**src/rtl/pipeline_hazard_ctrl.sv**
```systemverilog
// Hazard controller for the 5-stage RV32 pipeline: per-stage stall/flush enables,
// EX operand forwarding selects, and a sticky data-memory timeout flag.
module pipeline_hazard_ctrl #(
    parameter int RegAddrWidth = 5,
    parameter int MemTimeout   = 64,
    parameter int CntWidth     = 7
) (
    input  logic                    clk,
    input  logic                    rst,
    input  logic [RegAddrWidth-1:0] id_rs1_addr,
    input  logic [RegAddrWidth-1:0] id_rs2_addr,
    input  logic                    id_rs1_used,
    input  logic                    id_rs2_used,
    input  logic [RegAddrWidth-1:0] ex_rd_addr,
    input  logic                    ex_wb_en,
    input  logic                    ex_is_load,
    input  logic [RegAddrWidth-1:0] mem_rd_addr,
    input  logic                    mem_wb_en,
    input  logic [RegAddrWidth-1:0] wb_rd_addr,
    input  logic                    wb_wb_en,
    input  logic                    ex_redirect,
    input  logic                    dmem_req,
    input  logic                    dmem_ack,
    output logic                    stall_if,
    output logic                    stall_id,
    output logic                    stall_ex,
    output logic                    flush_if_id,
    output logic                    flush_id_ex,
    output logic                    flush_mem_wb,
    output logic [1:0]              fwd_rs1_sel,
    output logic [1:0]              fwd_rs2_sel,
    output logic                    mem_timeout
);

    typedef enum logic [1:0] {
        RUN        = 2'b00,
        LOAD_STALL = 2'b01,
        MEM_WAIT   = 2'b10
    } state_t;

    localparam logic [CntWidth-1:0] TimeoutCnt = CntWidth'(MemTimeout);
    localparam logic [CntWidth-1:0] CntOne     = CntWidth'(1);

    state_t                state_reg, state_next;
    logic [CntWidth-1:0]   cnt_reg, cnt_next;
    logic                  mem_timeout_reg, mem_timeout_next;

    logic [RegAddrWidth-1:0] rs_addr [2];
    logic                    rs_used [2];
    logic [1:0]              fwd_sel [2];
    logic                    ex_hit  [2];
    logic                    lu;
    logic                    mw;

    assign rs_addr[0] = id_rs1_addr;
    assign rs_addr[1] = id_rs2_addr;
    assign rs_used[0] = id_rs1_used;
    assign rs_used[1] = id_rs2_used;

    // x0 is hardwired to zero, so a zero address never forwards or stalls.
    generate
        for (genvar gi = 0; gi < 2; gi++) begin : g_operand
            logic nonzero;
            assign nonzero = (rs_addr[gi] != '0);
            assign ex_hit[gi] = rs_used[gi] && nonzero && (ex_rd_addr == rs_addr[gi]);
            always_comb begin
                fwd_sel[gi] = 2'b00;
                if (nonzero && mem_wb_en && (mem_rd_addr == rs_addr[gi])) begin
                    fwd_sel[gi] = 2'b01;
                end else if (nonzero && wb_wb_en && (wb_rd_addr == rs_addr[gi])) begin
                    fwd_sel[gi] = 2'b10;
                end
            end
        end
    endgenerate

    assign lu = ex_is_load && ex_wb_en && (ex_hit[0] || ex_hit[1]);
    assign mw = dmem_req && !dmem_ack;

    assign fwd_rs1_sel = rst ? 2'b00 : fwd_sel[0];
    assign fwd_rs2_sel = rst ? 2'b00 : fwd_sel[1];
    assign mem_timeout = mem_timeout_reg;

    always_ff @(posedge clk) begin
        if (rst) begin
            state_reg       <= RUN;
            cnt_reg         <= '0;
            mem_timeout_reg <= 1'b0;
        end else begin
            state_reg       <= state_next;
            cnt_reg         <= cnt_next;
            mem_timeout_reg <= mem_timeout_next;
        end
    end

    always_comb begin
        stall_if         = 1'b0;
        stall_id         = 1'b0;
        stall_ex         = 1'b0;
        flush_if_id      = 1'b0;
        flush_id_ex      = 1'b0;
        flush_mem_wb     = 1'b0;
        state_next       = state_reg;
        cnt_next         = cnt_reg;
        mem_timeout_next = mem_timeout_reg;

        if (rst) begin
            flush_if_id      = 1'b1;
            flush_id_ex      = 1'b1;
            flush_mem_wb     = 1'b1;
            state_next       = RUN;
            cnt_next         = '0;
            mem_timeout_next = 1'b0;
        end else if (mw) begin
            // Freeze the front of the pipe; a pending redirect stays held in EX.
            stall_if     = 1'b1;
            stall_id     = 1'b1;
            stall_ex     = 1'b1;
            flush_mem_wb = 1'b1;
            state_next   = MEM_WAIT;
            if (state_reg == MEM_WAIT && cnt_reg != TimeoutCnt) begin
                cnt_next = cnt_reg + CntOne;
            end
            if (state_reg == MEM_WAIT && (cnt_reg + CntOne) >= TimeoutCnt) begin
                mem_timeout_next = 1'b1;
            end
        end else begin
            cnt_next   = '0;
            state_next = RUN;
            if (ex_redirect) begin
                flush_if_id = 1'b1;
                flush_id_ex = 1'b1;
            end else if (lu && state_reg != LOAD_STALL) begin
                // One bubble is enough: the load then forwards from MEM.
                stall_if    = 1'b1;
                flush_id_ex = 1'b1;
                state_next  = LOAD_STALL;
            end
        end
    end

endmodule

```
**config.mk**
```make
export PLATFORM = sky130hd
export DESIGN_NAME = pipeline_hazard_ctrl
export DESIGN_NICKNAME = d
export VERILOG_FILES = /design/src/rtl/pipeline_hazard_ctrl.sv
export SDC_FILE = /design/constraint.sdc
export NUM_CORES = 1
export LEC_CHECK = 0
export CORE_MARGIN = 1.5
export CORE_UTILIZATION = 43
export CTS_CLUSTER_SIZE = 20
export DETAILED_ROUTE_END_ITERATION = 8
export PLACE_DENSITY = 0.85
export SLEW_MARGIN = 40
export SYNTH_ARGS = -nofsm -noshare
export SYNTH_HDL_FRONTEND = slang
export SYNTH_SLANG_ARGS = --single-unit
```
**constraint.sdc**
```tcl
create_clock -name clk -period 2.4 [get_ports clk]
set_input_delay 0.24 -clock clk [delete_from_list [all_inputs] [get_ports clk]]
set_output_delay 0.24 -clock clk [all_outputs]
set_load 0.005 [all_outputs]
```
== Word-level counts from Yosys, hierarchy flattened ==
Cells that the tools add are included.
Operators by class
  $add $sub $neg: 1
  bitwise operators: 1
  reduce and logical (&&, ||, !) cells: 25
  eq/ne operators: 9
  mux-type cells: 22
  magnitude comparators: 1
Operators by type and width (count)
  5-bit == test: 6
  1-bit logical AND: 18
  1-bit 2-to-1 mux: 15
  2-bit 2-to-1 mux: 7
  5-bit nonzero test: 2
  7-bit by 1-bit adder with 7-bit output, second input constant: 1
  7-bit >= comparator, second input constant: 1
  7-bit inequality test, second input constant: 1
  3-bit OR reduction: 1
  2-bit == test, second input constant: 1
  2-bit by 1-bit inequality test with 1-bit output, second input constant: 1
  2-bit AND reduction: 1
  2-bit OR reduction: 1
  1-bit zero test: 1
  1-bit logical OR: 1
  1-bit inverter: 1
Storage, ports and cells
  register bits after elaboration: 10

== Longest topological paths before layout ==
Gate-level depths: netlist of run 1.
  word-level depth: 10
  gate-level depth with buffers: 6

== Least setup slack after synthesis of run 1 ==
OpenSTA, ideal clock, no wires.
  path kind: input port to output port
  start: in id_rs1_addr[1]
  end: out fwd_rs1_sel[1]
  buffers on the path: 0
  required time: 2.160 ns
  data arrival time: 1.214 ns
  path slack: 0.946 ns
  stages on the path: 4
  path through: or4_4 > nor2_4 > nor3_1 > nor4_2
On the way
  cells in the longest elaborated chain, start to end: 6
  elaborated cells between the ends (all ways): 10
  those cells by class: eq/ne (2); mux (3); reduce/logical (5)
RTL lines
  start: declaration: line 10  | input logic [RegAddrWidth-1:0] id_rs1_addr,
  5-bit nonzero test: line 64  | assign nonzero = (rs_addr[gi] != '0);
  1-bit logical AND (2 in series): line 70  | end else if (nonzero && wb_wb_en && (wb_rd_addr == rs_addr[gi])) begin
  2-bit 2-to-1 mux: line 70
  2-bit 2-to-1 mux *: line 68  | if (nonzero && mem_wb_en && (mem_rd_addr == rs_addr[gi])) begin
  2-bit 2-to-1 mux *: line 80  | assign fwd_rs1_sel = rst ? 2'b00 : fwd_sel[0];
  end: declaration: line 30  | output logic [1:0] fwd_rs1_sel,
Mark *: on every way between the ends. The rest lies on a longest branch, timed or not.

== Worst setup path in the final report of run 1 ==
  start: in id_rs1_addr[1]
  end: out flush_id_ex
On the way
  cells in the longest elaborated chain, start to end: 10
  elaborated cells between the ends (all ways): 11
  those cells by class: eq/ne (1); mux (4); reduce/logical (6)
RTL lines
  5-bit nonzero test: line 64
  1-bit logical AND: line 65  | assign ex_hit[gi] = rs_used[gi] && nonzero && (ex_rd_addr == rs_addr[gi]);
  1-bit logical AND *: line 65
  1-bit logical OR *: line 77  | assign lu = ex_is_load && ex_wb_en && (ex_hit[0] || ex_hit[1]);
  1-bit logical AND *: line 77
  1-bit logical AND *: line 133  | end else if (lu && state_reg != LOAD_STALL) begin
  1-bit 2-to-1 mux *: line 133
  1-bit 2-to-1 mux *: line 130  | if (ex_redirect) begin
  1-bit 2-to-1 mux *: line 114  | end else if (mw) begin
  1-bit 2-to-1 mux *: line 107  | if (rst) begin
  end: declaration: line 28  | output logic flush_id_ex,
Marked as above.

==> run metrics, run 1 <==
Synthesized Nets around 150; Largest register FFs 7; Hold Vio Cnt, Final 0; post-synthesis sequential area ratio between 20% and 30%; nets@finish approximately 210; switching part of the total power between 20% and 30%; vias in the first global route 1132; row count 16; TritonCTS clock tree built; slowest cell on the critical path or4_4; commonest non-fill, non-tap cell in the layout clkdlybuf4s50_1; yosys warns 0; DIE HEIGHT between 40 and 50 um; DRT antenna net count 0; RR Startpoint cnt_reg[0]; total of max-cap violations 0; Syn Area/Cell 8.14 um2; Clk network pwr share 24.2%; RSZ-0062 raised after global routing false; DP HPWL about 2300 um; core area 2020 um2; initial antenna violation count 0; Internal roughly 0.34 mW; Avg Vias per Cell just over 5; Ports 47; Yosys top cell area share approximately a third; Max clock buf depth 2; vias between 1000 and 1500; CTS H-Tree Depth 1; Worst setup EP type output pin; Worst EP arrival slightly below 2 ns; ANT cells 0; fraction of synthesized area in multiplexers 1.06%; TritonCTS Sinks 10; 1st-iter DRT viols 18; Synth Cell Area 945 um2; pin count of the biggest net entering global routing 13; Post-Synth Adder-Cell Area 2.65%; first-pass GRT wire length 4720 um; CP top delay family buffers and inverters; grt ovf 0; Detailed Route WL 2720 um; Synth Area in XOR/XNOR roughly a third; Initial Utilization approximately 47%; reg-to-reg slack, setup slightly below 0.9 ns; Worst Path Required around 2.2 ns; fin. max-slew vios 0; Post-synth EDFFs 0; Yosys cell types 32; power density cells 305 nW/um2; Setup violations, final 0; largest cells by area after synthesis xnor2_1 (32%), dfxtp_1 (21%), nand4_1 (5.3%), nor2_1 (3.2%), nand2_1 (2.8%); critical path type in2out; cells after synthesis approximately 120; Leak ~0.51 nW; most frequent cells in the layout clkdlybuf4s50_1 (42), xnor2_1 (35), buf_4 (13), dfxtp_1 (10); Setup TNS 0 ns; Simple-Gate Fraction of Synth Area 30.2%; fin crit period roughly 2.2 ns; CP Buf/Inv Count 2; part of the cycle the worst path needs approximately 92%; fraction of layout cells with a size suffix above 1 roughly 14%; PortBufs 46; Flop pwr share a little over a third; worst-case reg-to-reg path depth 6; drt first pass iters 4; Num CTS Buffers 3; skew final between 0.004 and 0.005 ns; worst skew pair latency 0.26 ns; worst r2r dst cnt_reg[1]; Fmax between 400 and 500 MHz; worst hold path class reg2reg; outcome finished clean; die area 2490 um2; Post-synth ARST share 0%; Worst Path Max Fanout 3; Post-CTS Setup Bufs 0; clock root buffer clkbuf_4; Pwr Total ~0.47 mW; Rel. slew slack a little under three quarters; clk slew on worst S/H paths approximately 0.06 ns; main combinational cell family by area after synthesis XOR/XNOR gates; number of remaining DRC errors 0; nature of the critical path startpoint input port; Total GRT Usage between 20% and 30%; combinational power share between 40 and 50%; VDD IR max between 0.2 and 0.25 mV; #FFs+latches synth 10; Crit. Startpoint id_rs1_addr[1]; worst setup path end flush_id_ex; Crit path largest cell delay approximately 0.57 ns; Worst Tran Pin Value 0.432 ns; Psw between 0.1 and 0.15 mW; cell type with the largest total area after synthesis xnor2_1; CP Depth 6; CP Cell Sequence clkdlybuf4s50_1 -> or4_4 -> o211ai_1 -> o22a_2 -> o22ai_1 -> dlygate4sd2_1; die width approximately 50 um; Top FF cell, synth dfxtp_1; drt wl/cell 13.5 um; routability cong. a little over 0.8; post-synthesis compound-gate area fraction a little under 8%; P&R area growth vs syn 62.3%
-- cells in the mapped netlist (2+ instances only) --
| cell type | count |
|---|---|
| a21oi_1 | 2 |
| clkbuf_2 | 2 |
| dfxtp_1 | 10 |
| ha_1 | 2 |
| inv_1 | 6 |
| nand2_1 | 7 |
| nand2b_1 | 4 |
| nand3_1 | 2 |
| nand4_1 | 8 |
| nor2_1 | 8 |
| nor2_4 | 2 |
| nor3_1 | 4 |
| nor4_1 | 3 |
| nor4_2 | 2 |
| o211ai_1 | 2 |
| or4_4 | 2 |
| xnor2_1 | 35 |
-- logic make-up (layout without fill, tap and decap cells) --
logic type / count (synthesis) / count (layout)
AND/OR/NAND/NOR: 47 / 47
XOR/XNOR: 35 / 35
AO/OA/AOI/OAI: 11 / 11
flip-flops: 10 / 10
buffers and inverters: 10 / 68
adder cells (fa/ha/maj): 2 / 2
multiplexers: 1 / 1
-- power by group through the flow --
stage | logic, mW | registers (mW) | clock network [mW]
floorplan | 0.0756 | 0.171 | 0
global placement | 0.182 | 0.171 | 0
detailed placement | 0.189 | 0.171 | 0
CTS | 0.188 | 0.167 | 0.116
global route | 0.202 | 0.167 | 0.121
finish | 0.188 | 0.167 | 0.113
-- layout make-up --
type / count / area, um2
Fill cell: 152 / 489
Timing Repair Buffer: 59 / 553
Inverter: 6 / 22.5
Sequential cell: 10 / 200
Multi-Input combinational cell: 96 / 701
Tap cell: 27 / 33.8
Clock buffer: 3 / 22.5
-- worst register-to-register path: cells and delay by family, from the launching register on --
family | cells | cell delay, ns
flip-flops | 1 | 0.38
adder cells (fa/ha/maj) | 1 | 0.18
buffers and inverters | 1 | 0.06
AO/OA/AOI/OAI | 1 | 0.38
AND/OR/NAND/NOR | 2 | 0.18
multiplexers | 1 | 0.24
-- worst min-delay path by stage --
stage / startpoint / endpoint / cells past startpoint
CTS: mem_timeout / mem_timeout / 2
finish: mem_timeout / mem_timeout / 2
global route: mem_timeout / mem_timeout / 2
floorplan: rst / mem_timeout / 1
detailed placement: mem_timeout / mem_timeout / 2
global placement: mem_timeout / mem_timeout / 2
-- per-stage QoR --
| stage | hold slack, ns | setup slack (ns) | cell area, um2 | std cells | util, % |
|---|---|---|---|---|---|
| after floorplan | 0.348 | 0.946 | 945 | 116 | - |
| after global placement | 0.442 | -0.0367 | 1520 | 198 | 74.9 |
| after detailed placement | 0.445 | -0.0413 | 1520 | 198 | 74.9 |
| after CTS | 0.492 | 0.175 | 1530 | 201 | 75.8 |
| after global routing | 0.509 | 0.0554 | 1530 | 201 | 75.8 |
| final | 0.490 | 0.184 | 1530 | 201 | 75.8 |
-- per-layer routing --
metal / GRT usage, % / share of wire, % / up-vias
li1: - / - / 521
met2: 48.2 / 53 / 35
met4: 9.26 / 1.1 / 0
met5: 0 / 0 / -
met3: 3.94 / 6.4 / 4
met1: 25.2 / 39 / 484
-- repair_timing --
| item | 4_1_cts | 5_1_grt |
|---|---|---|
| gates resized for setup | 4 | 0 |
| endpoints found under the setup margin | 4 | 0 |
| hold buffers | 0 | 0 |
Power figures use the tool's default switching activity.
==> inputs of run 2 (changes only) <==
clock period = 2.75 ns   (was 2.4 ns; I/O delays follow)
==> run 2 against run 1 <==
Net effect:
- global-route usage decreased by 0.89 points
- critical endpoint is now fwd_rs2_sel[1]
- combinational power shrank 15%
- routed wire length down 2.3%
- die area unchanged
- clock skew decreased by 0.0017 ns
- power is 14% lower
- utilization is 1.6 points lower
- worst hold slack got worse by 0.032 ns
- via count down 2.0%
- setup slack worse by 0.012 ns
==> run metrics, run 2 (synthesized netlist as in run 1, its figures left out) <==
core area 2020 um2 (unchanged); switching part of the total power 27.1% (-0.24 points); pin count of the biggest net entering global routing 13 (unchanged); commonest non-fill, non-tap cell in the layout clkdlybuf4s50_1; routability cong. 0.789 (-3.1%); CP top delay family simple AND/OR/NAND/NOR gates; power density cells 270 nW/um2 (-12%); Psw 0.110 mW (-14%); part of the cycle the worst path needs between 90% and 100%; Num CTS Buffers 3 (unchanged); fin crit period about 2.6 ns; placed cells 193 (-2.5%); Worst Path Required 2.48 ns (+0.32 ns); Crit path largest cell delay 0.58 ns (about the same); Hold Vio Cnt, Final 0 (unchanged); Rel. slew slack 67.9% (-3.2 points); clock root buffer clkbuf_4; Setup TNS 0 ns (unchanged); fin. max-slew vios 0 (unchanged); initial antenna violation count 0 (unchanged); worst hold path class reg2reg; DIE HEIGHT 49.9 um (unchanged); die area 2490 um2 (unchanged); first-pass GRT wire length 4520 um (-4.2%); Max clock buf depth 2 (unchanged); slowest cell on the critical path or4_4; 1st-iter DRT viols 5 (-13); Worst Path Max Fanout 3 (unchanged); CP Depth 6 (unchanged); drt wl/cell 13.6 um (+0.21%); DP HPWL 2310 um (-0.85%); post-cts resize count 0 (-4); CP Buf/Inv Count 2 (unchanged); grt ovf 0 (unchanged); drt first pass iters 3 (-1); row count 16 (unchanged); CP Cell Sequence clkdlybuf4s50_1 -> or4_4 -> nor2_4 -> nor3_1 -> nor4_2 -> clkdlybuf4s50_1; most frequent CP cell clkdlybuf4s50_1; vias in the first global route 1125 (-0.62%); Total GRT Usage 23.6% (-0.89 points); Internal 0.295 mW (-13%); Crit. Startpoint id_rs2_addr[1]; Initial Utilization 46.7% (unchanged); Detailed Route WL 2660 um (-2.3%); number of fillers in the final layout 152 (unchanged); combinational power share 39.4% (-0.7 points); Worst Tran Pin Value 0.479 ns (+0.0479 ns); P&R area growth vs syn 58.8%; total of max-cap violations 0 (unchanged); Largest register FFs 7 (unchanged); Reg area 200 um2 (unchanged); TritonCTS clock tree built; PortBufs 46 (unchanged); DP Worst Slack 0.174 ns (+0.215 ns); clk slew on worst S/H paths 0.06 ns (about the same); Clk network pwr share 24.4% (+0.2 points); RSZ-0062 raised after global routing false; number of remaining DRC errors 0 (unchanged); fin cells 196 (-2.5%); most frequent cells in the layout clkdlybuf4s50_1 (46), xnor2_1 (35), dfxtp_1 (10); worst setup path end fwd_rs2_sel[1]; reg-to-reg slack, setup 1.15 ns (+0.28 ns); skew final 0.00283 ns (-0.00173 ns); Worst setup EP type output pin; multi-input logic area 701 um2 (unchanged); critical path type in2out; Fin Hold WS 0.458 ns (-0.0319 ns); nets@finish 209 (-2.3%); worst setup margin 0.172 ns (-0.0120 ns); outcome finished clean; VDD IR max 0.158 mV (-33%); DRT antenna net count 0 (unchanged); Post-CTS Setup Bufs 0 (unchanged); Leak 0.474 nW (-7.6%); Post-CTS Hold Buffers 0 (unchanged); worst skew pair latency 0.27 ns (about the same); vias 1023 (-2.0%); nature of the critical path startpoint input port; die width 49.9 um (unchanged); Setup violations, final 0 (unchanged); worst-case reg-to-reg path depth 6 (unchanged); RR Startpoint cnt_reg[0]; CTS H-Tree Depth 1 (unchanged); Flop pwr share 36.1% (+0.3 points); worst r2r dst cnt_reg[1]; Worst EP arrival 2.30 ns (+0.32 ns); final core utilization 74.2% (-1.6 points); Avg Vias per Cell 5.22 (+0.49%); TritonCTS Sinks 10 (unchanged); Ports 47 (unchanged); fraction of layout cells with a size suffix above 1 11.2% (-2.6 points); ANT cells 0 (unchanged); Fmax 388 MHz
## run 2: through the flow
step           power, mW  area (um2)
6_report           0.405        1500
5_1_grt            0.425        1500
4_1_cts            0.408        1500
3_5_place_dp       0.309        1480
3_3_place_gp       0.304        1480
2_1_floorplan      0.215         945
## run 2: final cells by class
| type | count | area share, % |
|---|---|---|
| multi-input cells | 96 | 46.7 |
| repair buffers | 54 | 34.7 |
| flip-flops and latches | 10 | 13.3 |
| well taps | 27 | 2.25 |
| clock buffers | 3 | 1.50 |
| inverters | 6 | 1.50 |
## run 2: tightest hold or removal path: stages, from the launching register on
cell and delay (ns):
dfxtp_1 0.31, inv_1 0.05, o32ai_1 0.05
## run 2: how the worst min path moves through the flow
stage	from	to	cells past startpoint	slack (ns)
6_report	mem_timeout	mem_timeout	2	0.46
3_3_place_gp	mem_timeout	mem_timeout	2	0.44
3_5_place_dp	mem_timeout	mem_timeout	2	0.45
5_1_grt	mem_timeout	mem_timeout	2	0.50
2_1_floorplan	rst	mem_timeout	1	0.38
4_1_cts	mem_timeout	mem_timeout	2	0.46
## run 2: power groups by stage
stage	combinational, mW	sequential (mW)	clock, mW
2_1_floorplan	0.0660	0.149	0
3_3_place_gp	0.155	0.149	0
3_5_place_dp	0.160	0.149	0
4_1_cts	0.160	0.146	0.102
5_1_grt	0.172	0.146	0.107
6_report	0.160	0.146	0.0988
## run 2: layer usage
layer	GRT usage, %	vias up	routed length [um]
met2	45.6	41	1400
met3	3.03	9	129
met5	0	-	0
met1	23.4	466	1040
li1	-	507	-
met4	14.4	0	85
==> inputs of run 3 (changes only) <==
ABC_AREA = 0   (was not set)
PLACE_DENSITY = 0.89   (was 0.85)
==> run 3 against run 2 <==
Net effect:
- utilization grew 0.68 points
- cell count grew 0.51%
- global-route usage is 1.0 points higher
- die area unchanged
- count of clock-buffer cells in the layout is 1 higher
- maximum frequency grew 1.7%
- sequential cell count is the same
- via count is 2.4% higher
- register-to-register slack lost 0.04 ns
- critical path depth unchanged
- largest power group unchanged
- sequential power barely moved
==> run metrics, run 3 (synthesized netlist as in run 1, its figures left out) <==
outcome finished clean; 1st-iter DRT viols 7 (+2); Worst Path Required 2.48 ns (about the same); Worst Path Max Fanout 3 (unchanged); RSZ-0062 raised after global routing false; TritonCTS Sinks 10 (unchanged); first-pass GRT wire length 4690 um (+3.7%); PortBufs 46 (unchanged); nature of the critical path startpoint input port; vias 1048 (+2.4%); Crit. Startpoint id_rs1_addr[1]; VDD IR max 0.174 mV (+9.6%); Num CTS Buffers 3 (unchanged); Detailed Route WL 2750 um (+3.3%); DIE HEIGHT 49.9 um (unchanged); Max clock buf depth 2 (unchanged); worst skew pair latency 0.27 ns (about the same); die width 49.9 um (unchanged); fin. max-slew vios 0 (unchanged); Post-CTS Hold Buffers 0 (unchanged); Internal 0.325 mW (+10%); Clk network pwr share 30.4% (+6.0 points); Worst EP arrival 2.26 ns (-0.04 ns); most frequent cells in the layout clkdlybuf4s50_1 (46), xnor2_1 (35), dfxtp_1 (10); commonest non-fill, non-tap cell in the layout clkdlybuf4s50_1; Leak 0.482 nW (+1.5%); clk slew on worst S/H paths 0.07 ns (about the same); power density cells 292 nW/um2 (+8.1%); DRT antenna net count 0 (unchanged); worst-case reg-to-reg path depth 6 (unchanged); critical path type in2out; dpl cell area 1480 um2 (unchanged); drt wl/cell 13.9 um (+2.8%); clock root buffer clkbuf_4; Rel. slew slack 67.4% (-0.52 points); Post-CTS Setup Bufs 0 (unchanged); Fmax 395 MHz (+1.7%); Avg Vias per Cell 5.32 (+1.9%); worst r2r dst cnt_reg[1]; worst setup path end fwd_rs1_sel[1]; core area 2020 um2 (unchanged); grt ovf 0 (unchanged); Worst setup EP type output pin; fin crit period 2.53 ns (-0.0441 ns); DP HPWL 2360 um (+2.1%); die area 2490 um2 (unchanged); placed cells 193 (unchanged); worst hold path class reg2reg; Flop pwr share 33.1% (-3.0 points); total of max-cap violations 0 (unchanged); nets@finish 209 (unchanged); switching part of the total power 26.5% (-0.68 points); Worst Tran Pin Value 0.487 ns (+0.00771 ns); vias in the first global route 1139 (+1.2%); Largest register FFs 7 (unchanged); fin cells 197 (+0.51%); Ports 47 (unchanged); TritonCTS clock tree built; post-cts resize count 0 (unchanged); ANT cells 0 (unchanged); part of the cycle the worst path needs 92.1% (-1.6 points); number of remaining DRC errors 0 (unchanged); Hold Vio Cnt, Final 0 (unchanged); combinational power share 36.5% (-2.9 points); Initial Utilization 46.7% (unchanged); skew final 0.00176 ns (-0.00107 ns); P&R area growth vs syn 60.3%; reg-to-reg slack, setup 1.11 ns (-0.04 ns); Setup TNS 0 ns (unchanged); CTS H-Tree Depth 1 (unchanged); routability cong. 0.780 (-1.1%); Setup violations, final 0 (unchanged); RR Startpoint cnt_reg[0]; drt first pass iters 4 (+1); Psw 0.117 mW (+6.4%); pin count of the biggest net entering global routing 13 (unchanged); fraction of layout cells with a size suffix above 1 11.8% (+0.52 points); Total GRT Usage 24.6% (+1.0 points); design area 1510 um2 (+0.92%); initial antenna violation count 0 (unchanged); row count 16 (unchanged)
==> run 3: changes by cell type in the layout (fill, tap and decap cells not counted), sizes merged <==
cell and change:
clkbuf +1
==> run 3: area by class of cell <==
class | instances | area [um2]
sequential | 10 | 200
tap | 27 | 33.8
inverter | 6 | 22.5
multi-input combinational | 96 | 701
clock buffer | 4 | 36.3
timing repair buffer | 54 | 520
fill | 146 | 508
==> run 3: through the flow <==
step / hold WS (ns) / setup WS [ns] / power (mW) / util, %
3_3_place_gp: 0.443 / 0.218 / 0.304 / 73.1
2_1_floorplan: 0.383 / 1.23 / 0.215 / -
4_1_cts: 0.454 / 0.204 / 0.446 / 74.9
6_report: 0.454 / 0.216 / 0.441 / 74.9
5_1_grt: 0.487 / 0.167 / 0.464 / 74.9
3_5_place_dp: 0.443 / 0.219 / 0.310 / 73.1
==> run 3: metal layers <==
metal,GRT usage [%],part of all wire [%],vias to the layer above
met3,5.76,7.4,11
met4,11.1,3.1,0
met1,24.4,35,479
met2,47.6,54,46
met5,0,0,-
li1,-,-,512
==> run 3: critical path: stages <==
cell and delay (ns):
clkdlybuf4s50_1 0.42, or4_4 0.56, nor2_4 0.13, nor3_1 0.08, nor4_2 0.25, clkdlybuf4s50_1 0.54
==> run 3: power by group through the flow <==
stage                     clock network (mW)  registers [mW]  logic [mW]
after floorplan                            0           0.149      0.0660
after global placement                     0           0.149       0.155
after detailed placement                   0           0.149       0.161
after CTS                              0.139           0.146       0.162
after global routing                   0.144           0.146       0.174
final                                  0.134           0.146       0.161
==> run 3: worst min-delay path by stage <==
stage,from,end,slack [ns],cells after the start
floorplan,rst,mem_timeout,0.38,1
global placement,mem_timeout,mem_timeout,0.44,2
detailed placement,mem_timeout,mem_timeout,0.44,2
CTS,mem_timeout,mem_timeout,0.45,2
global route,mem_timeout,mem_timeout,0.49,2
finish,mem_timeout,mem_timeout,0.45,2
==> patch 1, RTL diff (config.mk and constraints of run 2) <==
`CntWidth`: 7 -> 14.
--- a/src/rtl/pipeline_hazard_ctrl.sv
+++ b/src/rtl/pipeline_hazard_ctrl.sv
@@ -5,3 +5,3 @@
     parameter int MemTimeout   = 64,
-    parameter int CntWidth     = 7
+    parameter int CntWidth     = 14
 ) (
Check against the original RTL: no difference found for any inputs over 10 cycles, from zero or initial values and one cycle with rst high; that may be too few to reach the edited logic, so the function may still have changed.
==> patch 1 against run 2 <==
Largest power group is now sequential cells. Sequential cell count up 7. Final area up 35%. Power up 34%. Via count up 48%. Setup slack worse by 0.088 ns. Combinational power down 3%. Area after synthesis up 52%. Routed wire length up 43%. First-iteration DRC count rose to 19 times the old value. Sequential share of layout area up 3.5 points.
==> patch 1: results (changes against run 2) <==
Synth Area in Adders=1.74% (-0.91 points); post-synthesis mux area share=0.783% (-0.28 points); first-pass iteration count of the detailed router=4 (+1); xor-xnor portion of the synthesized cell area=25.6% (-6.9 points); PD cells=267 mW/mm^2 (-0.85%); vias per cell=5.54 (+6.2%); commonest cells in the netlist=xnor2_1 (27), dfxtp_1 (17), nor2_1 (17), xor2_1 (15), nand4_1 (14); HP Start=cnt_reg[1]; Reg clk slew, reported paths=0.11 ns (+0.05 ns); #MultiIn Comb=147 (+53%); Reg2Reg Depth=7 (+1); Worst Hold Path EP=cnt_reg[1]; area post-placement=0.00198 sq mm (+34%); Worst Hold Slack=0.525 ns (+0.0670 ns); initial DRC count=95 (+90); first-pass GRT wire length=6120 microns (+35%); critical-path cell with the highest stage delay=or4_1; reg2reg setup slack=0.78 ns (-0.37 ns); largest net degree at the start of global routing=15 (+2); Worst path max stage delay=0.56 ns (-0.02 ns); Critical Path End=stall_if; GPL Wtd Cong=0.850 (+7.8%); max reg flops=14 (+7); sequential-to-total area share from yosys stat=23.7% (+2.5 points); net switching power=0.146 mW (+33%); final WL=3790 microns (+43%); Min-Delay Path Class=reg -> reg; DPL Wire Length=3100 microns (+34%); worst ir drop on vdd=0.135 mV (-15%); status=finished clean; vias in the first global route=1396 (+24%); area delta synth->final=40.8%; Mapped Nets=213 (+38%); CP top delay family=buffers and inverters; clock share of power=25.6% (+1.2 points); Post-Syn Instances=175 (+51%); # fillers=278 (+83%); Max Clock Skew=0.00894 ns (+0.00611 ns); fin cells=273 (+39%); critical path launch point=id_rs2_addr[2]; Clock Latency Late Sink=0.30 ns (+0.03 ns); pre-CTS setup slack=0.0415 ns (-0.132 ns); critical path data arrival time=2.39 ns (+0.09 ns); fin worst setup slack=0.0844 ns (-0.0876 ns); worst-path maximum fanout=4 (+1); total number of sequential cells=17 (+7); Seq pwr share=45.6% (+9.5 points); layout cell share with drive strength beyond 1=10.9% (-0.33 points)
patch 1: changes by cell type in the layout (fill, tap and decap cells not counted), moves of 3 or more:
cell and change:
dfxtp_1 +7, nand2_1 +3, nand3_1 +7, nand4_1 +6, nor2_1 +8, nor2b_1 +3, or4_1 +4, xnor2_1 -8
xor2_1 +15
patch 1: per-layer routing:
| metal | global-route usage, % | vias to the layer above | share of wire (%) |
|---|---|---|---|
| li1 | - | 739 | - |
| met1 | 23.4 | 697 | 37 |
| met2 | 42.1 | 68 | 53 |
| met3 | 4.48 | 9 | 8.3 |
| met4 | 9.63 | 0 | 2.0 |
| met5 | 0 | - | 0 |
patch 1: cell families after synthesis:
family                     Yosys count
DFF                                 17
adders and majority gates            2
xor gates and xnor gates            42
buffers and inverters               11
muxes                                1
and+or+nand+nor                     85
AOI/OAI and AO/OA                   17
patch 1: what timing repair did:
action / CTS / global route
endpoints found under the setup margin: 0 / 2
buffers inserted: 0 / 0
resized for setup: 0 / 4
endpoints found under the hold margin: 0 / 0
==> patch 2, RTL diff (config.mk and constraints of run 2) <==
Without the edit above. Re-encode `state_t` (3 states) as one-hot, 3 bits wide.
--- a/src/rtl/pipeline_hazard_ctrl.sv
+++ b/src/rtl/pipeline_hazard_ctrl.sv
@@ -34,6 +34,6 @@
 
-    typedef enum logic [1:0] {
-        RUN        = 2'b00,
-        LOAD_STALL = 2'b01,
-        MEM_WAIT   = 2'b10
+    typedef enum logic [2:0] {
+        RUN        = 3'b001,
+        LOAD_STALL = 3'b010,
+        MEM_WAIT   = 3'b100
     } state_t;
Check against the original RTL: no difference found for any inputs over 10 cycles, from zero or initial values and one cycle with rst high; not proved beyond that.
==> patch 2 against run 2 <==
Sequential cell count is 1 higher. Routed wire length is 7.7% lower. Final area is 1.1% lower. Power is 2.5% higher. First-iteration DRC count is 100% higher. Synthesized cell count stayed put. Area after synthesis is 1.2% lower. Core utilization is 0.071 points lower. Setup slack worse by 0.061 ns. Critical path depth stayed put. Critical path type unchanged. Largest power group is now sequential cells.
==> patch 2: results (changes against run 2) <==
largest cells by area after synthesis=xnor2_1 (25%), dfxtp_1 (24%), xor2_1 (7.5%); P_leak=0.514 nW (+8.3%); worst ir drop on vdd=0.230 mV (+45%); Mapped Nets=154 (unchanged); Reg2Reg Depth=5 (-1); area post-placement=0.00145 sq mm (-1.9%); GPL Wtd Cong=0.849 (+7.6%); fin cells=195 (-0.51%); vias=997 (-2.5%); layout cell share with drive strength beyond 1=7.74% (-3.5 points); Total GRT Usage=20.9% (-2.7 points); status=finished clean; Reg-to-Reg End=cnt_reg[2]; Slew HR=76.8% (+9.0 points); worst-path maximum fanout=4 (+1); Total Nets Final=207 (-0.96%); placed insts=191 (-1.0%); reg2reg setup slack=1.18 ns (+0.03 ns); first-pass iteration count of the detailed router=4 (+1); Post-Syn Instances=116 (unchanged); initial DRC count=10 (+5); Worst path max stage delay=0.56 ns (-0.02 ns); DPL Wire Length=2090 microns (-9.6%); Max Clock Skew=0.00341 ns (+0.000582 ns); R2R Path Start=state_reg[2]; critical-path cell with the highest stage delay=clkdlybuf4s50_1; vias in the first global route=1027 (-8.7%); sequential-to-total area share from yosys stat=23.6% (+2.4 points); first-pass GRT wire length=4040 microns (-11%)
patch 2: power breakdown:
part           internal (mW)  switching, mW  total, mW
clock network         0.0560         0.0504      0.106
logic                 0.0913         0.0552      0.147
registers              0.161       0.000917      0.161
total                  0.308          0.107      0.414
patch 2: final cells by class:
type	count	area (sq um)	share of cell area, %
sequential	11	220	14.8
clock buffer	4	26.3	1.77
inverter	6	22.5	1.52
tap	27	33.8	2.28
multi-input combinational	96	681	45.9
timing repair buffer	51	500	33.7
patch 2: logic make-up after synthesis:
kind of cell / count (synthesis) / share of synthesized area (%)
AND/OR/NAND/NOR: 47 / 28.4
buffers and inverters: 9 / 4.02
flip-flops: 11 / 23.6
XOR/XNOR: 35 / 32.8
adder cells (fa/ha/maj): 2 / 2.68
AO/OA/AOI/OAI: 12 / 8.45
patch 2: worst max-delay path by stage:
stage,startpoint,slack [ns],cells after the start,to
3_3_place_gp,id_rs2_addr[3],0.08,6,fwd_rs2_sel[1]
6_report,id_rs1_addr[3],0.11,6,fwd_rs1_sel[1]
2_1_floorplan,id_rs1_addr[1],1.16,4,fwd_rs1_sel[1]
3_5_place_dp,id_rs2_addr[3],0.07,6,fwd_rs2_sel[1]
4_1_cts,id_rs1_addr[3],0.08,6,fwd_rs1_sel[1]
5_1_grt,id_rs1_addr[4],0.02,7,stall_if
patch 2: what timing repair did:
action | in CTS | in global routing
gates resized for setup | 0 | 2
endpoints found under the setup margin | 0 | 2
endpoints found under the hold margin | 0 | 0
patch 2: critical path, delay by kind of cell:
family        cells  cell delay [ns]
simple gates      4             1.05
buf+inv           2             1.03
patch 2: metal layers:
metal  global-route usage, %  wire, microns  vias to the layer above
met5                       0              0                        -
met3                    3.64            133                        2
li1                        -              -                      509
met2                    42.9           1370                       42
met1                    20.3            922                      444
met4                    6.94             23                        0
